## src/rtl/systolic_feeder_if.sv

```systemverilog
// Handshake and array-side signal bundle for systolic_feeder.
// The feeder takes the slave modport. The upstream source and the PE array take the master modport.
interface systolic_feeder_if #(
    parameter int K  = 2,
    parameter int DW = 8
);
    logic              w_valid;
    logic              w_ready;
    logic [K*K*DW-1:0] w_data;
    logic              in_valid;
    logic              in_ready;
    logic [K*DW-1:0]   in_data;
    logic              in_last;
    logic              pe_load_weights;
    logic [K*DW-1:0]   pe_weights;
    logic [K-1:0]      pe_valid;
    logic [K*DW-1:0]   pe_data;
    logic              busy;
    logic              done;

    // valid/ready: a transfer happens on a rising edge where both are high.
    // The source holds its data stable while valid is high and ready is low.
    modport slave (
        input  w_valid, w_data, in_valid, in_data, in_last,
        output w_ready, in_ready, pe_load_weights, pe_weights, pe_valid, pe_data, busy, done
    );

    modport master (
        output w_valid, w_data, in_valid, in_data, in_last,
        input  w_ready, in_ready, pe_load_weights, pe_weights, pe_valid, pe_data, busy, done
    );
endinterface

```

## src/rtl/systolic_feeder.sv

```systemverilog
// Stages weights and activations for a KxK systolic array.
// Weight rows are shifted in bottom-first, then buffered vectors are streamed with row i delayed by i cycles.
module systolic_feeder #(
    parameter int K     = 2,
    parameter int DW    = 8,
    parameter int DEPTH = 4
) (
    input  logic         clk,
    input  logic         rst,
    output logic [1:0]   o_state,
    systolic_feeder_if.slave bus
);
    localparam int AW = $clog2(DEPTH);
    localparam int CW = $clog2(K + 1);
    localparam int FW = K*DW + 1;

    localparam logic [1:0] IDLE   = 2'd0;
    localparam logic [1:0] LOAD_W = 2'd1;
    localparam logic [1:0] STREAM = 2'd2;
    localparam logic [1:0] DRAIN  = 2'd3;

    logic [1:0]        r_state;
    logic [CW-1:0]     r_cnt;
    logic [K*K*DW-1:0] r_w;
    logic              r_load;
    logic [K*DW-1:0]   r_pe_w;
    logic              r_busy;
    logic              r_done;

    logic [FW-1:0]     r_mem [DEPTH];
    logic [AW-1:0]     r_wr_ptr;
    logic [AW-1:0]     r_rd_ptr;
    logic [AW:0]       r_count;

    logic              w_in_ready;
    logic              w_push;
    logic              w_pop;
    logic [FW-1:0]     w_head;
    logic [CW-1:0]     w_row_sel;
    logic [K*DW-1:0]   w_next_row;

    assign w_in_ready = (r_count != (AW+1)'(DEPTH));
    assign w_push     = bus.in_valid && w_in_ready;
    assign w_pop      = (r_state == STREAM) && (r_count != '0);
    assign w_head     = r_mem[r_rd_ptr];
    assign w_row_sel  = CW'(K-2) - r_cnt;

    always_comb begin
        w_next_row = '0;
        for (int r = 0; r < K; r++) begin
            if (w_row_sel == CW'(r)) w_next_row = r_w[r*K*DW +: K*DW];
        end
    end

    // A full FIFO blocks the push even when a pop happens in the same cycle.
    always_ff @(posedge clk) begin
        if (rst) begin
            r_wr_ptr <= '0;
            r_rd_ptr <= '0;
            r_count  <= '0;
        end else begin
            if (w_push) begin
                r_mem[r_wr_ptr] <= {bus.in_last, bus.in_data};
                r_wr_ptr        <= r_wr_ptr + 1'b1;
            end
            if (w_pop) r_rd_ptr <= r_rd_ptr + 1'b1;
            case ({w_push, w_pop})
                2'b10:   r_count <= r_count + 1'b1;
                2'b01:   r_count <= r_count - 1'b1;
                default: r_count <= r_count;
            endcase
        end
    end

    always_ff @(posedge clk) begin
        if (rst) begin
            r_state <= IDLE;
            r_cnt   <= '0;
            r_w     <= '0;
            r_load  <= 1'b0;
            r_pe_w  <= '0;
            r_busy  <= 1'b0;
            r_done  <= 1'b0;
        end else begin
            r_done <= 1'b0;
            case (r_state)
                IDLE: begin
                    if (bus.w_valid) begin
                        r_w     <= bus.w_data;
                        r_cnt   <= '0;
                        r_load  <= 1'b1;
                        r_pe_w  <= bus.w_data[(K-1)*K*DW +: K*DW];
                        r_busy  <= 1'b1;
                        r_state <= LOAD_W;
                    end
                end
                LOAD_W: begin
                    // The output registers already hold row K-1-cnt; stage the next row up.
                    if (r_cnt == CW'(K-1)) begin
                        r_load  <= 1'b0;
                        r_pe_w  <= '0;
                        r_state <= STREAM;
                    end else begin
                        r_cnt  <= r_cnt + 1'b1;
                        r_pe_w <= w_next_row;
                    end
                end
                STREAM: begin
                    if (w_pop && w_head[FW-1]) begin
                        r_cnt   <= '0;
                        r_state <= DRAIN;
                    end
                end
                default: begin
                    r_cnt <= r_cnt + 1'b1;
                    if (r_cnt == CW'(K-2)) r_done <= 1'b1;
                    if (r_cnt == CW'(K-1)) begin
                        r_busy  <= 1'b0;
                        r_state <= IDLE;
                    end
                end
            endcase
        end
    end

    // Row i passes through i+1 registers, so a vector popped at edge t reaches row i after edge t+i.
    for (genvar gi = 0; gi < K; gi++) begin : g_row
        logic [DW-1:0] r_sd [gi+1];
        logic [gi:0]   r_sv;

        always_ff @(posedge clk) begin
            if (rst) begin
                r_sv <= '0;
                for (int j = 0; j <= gi; j++) r_sd[j] <= '0;
            end else begin
                r_sv[0] <= w_pop;
                r_sd[0] <= w_pop ? w_head[gi*DW +: DW] : '0;
                for (int j = 1; j <= gi; j++) begin
                    r_sv[j] <= r_sv[j-1];
                    r_sd[j] <= r_sd[j-1];
                end
            end
        end

        assign bus.pe_valid[gi]           = r_sv[gi];
        assign bus.pe_data[gi*DW +: DW]   = r_sd[gi];
    end

    assign bus.w_ready         = (r_state == IDLE);
    assign bus.in_ready        = w_in_ready;
    assign bus.pe_load_weights = r_load;
    assign bus.pe_weights      = r_pe_w;
    assign bus.busy            = r_busy;
    assign bus.done            = r_done;
    assign o_state             = r_state;
endmodule
```

## src/flat_wrapper.sv

```systemverilog
// flat-port wrapper written by rule: the top's interface ports become plain ports
module systolic_feeder_flat 
#(
    parameter int K     = 2,
    parameter int DW    = 8,
    parameter int DEPTH = 4
)
  (clk, rst, o_state, bus_w_valid, bus_w_data, bus_in_valid, bus_in_data, bus_in_last, bus_w_ready, bus_in_ready, bus_pe_load_weights, bus_pe_weights, bus_pe_valid, bus_pe_data, bus_busy, bus_done);
  systolic_feeder_if #(.K(K), .DW(DW)) bus_i ();
  input  logic clk;
  input  logic rst;
  output logic [1:0] o_state;
  input wire logic [$bits(bus_i.w_valid)-1:0] bus_w_valid;
  input wire logic [$bits(bus_i.w_data)-1:0] bus_w_data;
  input wire logic [$bits(bus_i.in_valid)-1:0] bus_in_valid;
  input wire logic [$bits(bus_i.in_data)-1:0] bus_in_data;
  input wire logic [$bits(bus_i.in_last)-1:0] bus_in_last;
  output wire logic [$bits(bus_i.w_ready)-1:0] bus_w_ready;
  output wire logic [$bits(bus_i.in_ready)-1:0] bus_in_ready;
  output wire logic [$bits(bus_i.pe_load_weights)-1:0] bus_pe_load_weights;
  output wire logic [$bits(bus_i.pe_weights)-1:0] bus_pe_weights;
  output wire logic [$bits(bus_i.pe_valid)-1:0] bus_pe_valid;
  output wire logic [$bits(bus_i.pe_data)-1:0] bus_pe_data;
  output wire logic [$bits(bus_i.busy)-1:0] bus_busy;
  output wire logic [$bits(bus_i.done)-1:0] bus_done;
  assign bus_i.w_valid = bus_w_valid;
  assign bus_i.w_data = bus_w_data;
  assign bus_i.in_valid = bus_in_valid;
  assign bus_i.in_data = bus_in_data;
  assign bus_i.in_last = bus_in_last;
  assign bus_w_ready = bus_i.w_ready;
  assign bus_in_ready = bus_i.in_ready;
  assign bus_pe_load_weights = bus_i.pe_load_weights;
  assign bus_pe_weights = bus_i.pe_weights;
  assign bus_pe_valid = bus_i.pe_valid;
  assign bus_pe_data = bus_i.pe_data;
  assign bus_busy = bus_i.busy;
  assign bus_done = bus_i.done;
  systolic_feeder #(.K(K), .DW(DW), .DEPTH(DEPTH)) u_core (.clk(clk), .rst(rst), .o_state(o_state), .bus(bus_i));
endmodule
```

## config.mk

```make
export PLATFORM = sky130hd
export DESIGN_NAME = systolic_feeder_flat
export DESIGN_NICKNAME = d
export VERILOG_FILES = /design/src/rtl/systolic_feeder_if.sv /design/src/rtl/systolic_feeder.sv /design/src/flat_wrapper.sv
export SDC_FILE = /design/constraint.sdc
export NUM_CORES = 1
export LEC_CHECK = 0
export CAP_MARGIN = 0
export CORE_MARGIN = 2
export CORE_UTILIZATION = 27
export DETAILED_ROUTE_END_ITERATION = 7
export PLACE_DENSITY = 0.43
export SYNTH_ARGS = -nofsm -noshare
export SYNTH_HDL_FRONTEND = slang
export SYNTH_SLANG_ARGS = --single-unit
```

## constraint.sdc

```tcl
create_clock -name clk -period 2.9 [get_ports clk]
set_input_delay 0.58 -clock clk [delete_from_list [all_inputs] [get_ports clk]]
set_output_delay 0.58 -clock clk [all_outputs]
set_load 0.02 [all_outputs]
```

==> impl_metrics.csv <==
group,metric,value,unit
timing,hold_violations,0,
setup_path,critPathArrivalTime,2.02,ns
global_routing,grt_util_met1,0.1555,
worst_hold_path,min_path_cells,1,
timing,fmax,385.0,MHz
setup_path,r2r_slack,0.59,ns
global_routing,grt-busiest-layer,"met2",
global_routing,antenna_found_initial,0,
finish,utilization,0.3515,
synth,synth-seq-cells,158,
die,initial_core_util,0.2739,
placed_design,portBuffers,93,
synth,ys_top_cells_by_count,"dfxtp_1, nand2_1, edfxtp_1, a21oi_1, nor2_1",
synth,syn_area,6183,um2
power,power,6.630,mW
finish,syn_to_final_growth,28.31,%
finish,num_antenna_cells,0,
clock_tree,tritoncts,"yes",
global_routing,use_met2,0.2078,
placed_design,place_area,7312,um2
finish,nFillCells,2222,
setup_path,cp.required,2.32,ns
drt,viasPerCell,4.491,
setup_path,worst-r2r-cell-count,9,
synth,synth_ff_type,"dfxtp_1",
die,die_h,155.3,um
placed_design,hpwl,9023,um
clock_tree,cts_made_buffers,17,
finish,drive_above_1_share,0.1077,
global_routing,overflow,0,
power,powerDensity,835.7,nW/um2
die,core,22570,um2
timing,worst_pin_slew,0.7826,ns
finish,multi_input_area,2058,um2
timing,tns,0,ns
setup_path,worst-setup-path-type,"register to output pin",
timing,clock_skew,0.008528,ns
run_status,status,"finished, final reports clean",
drt,post-route-drc-count,0,
global_routing,grt_max_degree,38,
synth,yosysMostFrequentCell,"dfxtp_1",
clock_tree,clock_path_buffers,2,
clock_tree,h-tree-depth,4,
timing,fin_crit_sh,0.8957,
clock_tree,root_buffer,"clkbuf_16",
synth,avgSynthCellArea,11.76,um2
drt,dr.pass1.iters,7,
global_routing,grt_pass1_wl,22820,um
finish,final_cells,907,
finish,final_area,7934,um2
worst_hold_path,min_path_type,"register to register",
setup_path,start_kind,"register",
synth,yosysSeqAreaShare,0.6216,
clock_tree,cts_setup_buffers,0,
clock_tree,worstSkewPairLatency,0.42,ns
die,die-area,24130,um2
placed_design,placed_cells,875,
synth,syn_nets,593,
global_routing,track_usage,0.1241,
synth,synth.top_cells.by_area,"edfxtp_1, dfxtp_1, mux4_2",
placed_design,gp_congestion,0.7007,
finish,seqCellArea,3844,um2
drt,antenna_left,0,
synth,synth_cell_types,40,
drt,drt-total-wl,14260,um
die,chipWidth,155.3,um
timing,setup_violations,0,
synth,synth_largest_area_cell,"edfxtp_1",
drt,wl_per_cell,15.72,um
timing,rsz0062_at_grt,"no",
synth,ys_async_sr_fraction,0,
setup_path,cp_max_fo,9,
drt,vias,4073,
synth,synth_edf_count,68,
timing,slew_violations,0,
global_routing,grt_pass1_vias,4180,
synth,synth_top_area_frac,0.3302,
timing,period_minus_slack,2.598,ns
clock_tree,numClockSinks,158,
synth,synthCells,526,
timing,slew_headroom,0.4783,
die,io_pins,94,
power,max-vdd-ir-drop,0.4323,mV
clock_tree,post_cts_resized,0,
global_routing,grtUsageMet3,0.03593,
finish,final_nets,676,
drt,drtIter0Drc,173,
clock_tree,clk_pin_slew,0.07,ns
clock_tree,ctsHoldBuffers,0,
power,p_leak,2.693,nW
synth,yosys_warnings,0,
setup_path,end_kind,"output pin",
die,rows,55,
flow_run,cap_violations,0,
-- state kept, by name, indices dropped and copies added, names as in the netlist, 2 cells and up, named ones only --
name	flops
u_core.o_state	2
u_core.g_row.r_sd	24
u_core.bus.pe_weights	16
u_core.r_cnt	2
u_core.r_wr_ptr	2
u_core.r_mem	68
u_core.g_row.r_sv	2
u_core.r_count	3
u_core.r_rd_ptr	2
u_core.r_w	32
-- path summary, 6_finish.rpt --
check,end,from
setup / recovery,bus_w_ready,u_core.o_state[0]
hold reg to reg,u_core.g_row[1].r_sd[0][13],u_core.g_row[1].r_sd[0][5]
setup reg to reg,u_core.r_count[2],u_core.o_state[0]
hold / removal,u_core.g_row[1].r_sd[0][13],u_core.g_row[1].r_sd[0][5]
-- cells in the final DEF (no fill, tap or decap), types with 5 or more instances in the layout --
| cell | n |
|---|---|
| a211oi_1 | 16 |
| a21oi_1 | 54 |
| and2_1 | 5 |
| buf_4 | 11 |
| clkbuf_16 | 17 |
| clkdlybuf4s50_1 | 92 |
| dfxtp_1 | 90 |
| edfxtp_1 | 68 |
| ha_1 | 13 |
| inv_1 | 11 |
| mux2i_1 | 5 |
| mux4_2 | 16 |
| nand2_1 | 86 |
| nand2b_1 | 5 |
| nand3b_1 | 18 |
| nor2_1 | 28 |
| nor2b_1 | 27 |
| nor3_1 | 18 |
-- worst max-delay path, cell delays in order, from the launching register on --
cell,delay (ns)
dfxtp_1,0.35
inv_1,0.11
ha_1,0.43
clkdlybuf4s50_1,0.70
-- power breakdown --
| group | internal, mW | switching (mW) | total [mW] |
|---|---|---|---|
| Sequential | 2.57 | 0.139 | 2.71 |
| Clock | 1.32 | 0.996 | 2.31 |
| Combinational | 0.661 | 0.944 | 1.61 |
-- stage by stage --
stage / worst slack, ns / hold slack, ns
after global placement: 0.5074 / 0.4299
after global routing: 0.1842 / 0.4597
after floorplan: 0.6767 / 0.4138
after detailed placement: 0.4721 / 0.4281
final: 0.3024 / 0.4407
after CTS: 0.2609 / 0.4443
-- per-layer routing --
layer | wire length (um) | up-vias
li1 | - | 1988
met1 | 6477 | 1954
met2 | 6885 | 120
met3 | 732 | 11
met4 | 164 | 0
met5 | 0 | -
-- cells by family after synthesis --
family / synth area share
AOI/OAI and AO/OA: 0.07406
xor gates and xnor gates: 0.007083
adders and majority gates: 0.02954
buffers and inverters: 0.04552
DFF: 0.6216
muxes: 0.06819
and+or+nand+nor: 0.1540
-- final cells by class --
| type | count | area share |
|---|---|---|
| Multi-Input combinational cell | 316 | 0.2594 |
| Sequential cell | 158 | 0.4845 |
| Clock buffer | 17 | 0.05362 |
| Clock inverter | 15 | 0.02476 |
| Inverter | 12 | 0.005677 |
| Timing Repair Buffer | 104 | 0.1271 |
| Tap cell | 285 | 0.04495 |
Note: power is estimated with default switching activity, not from simulation.
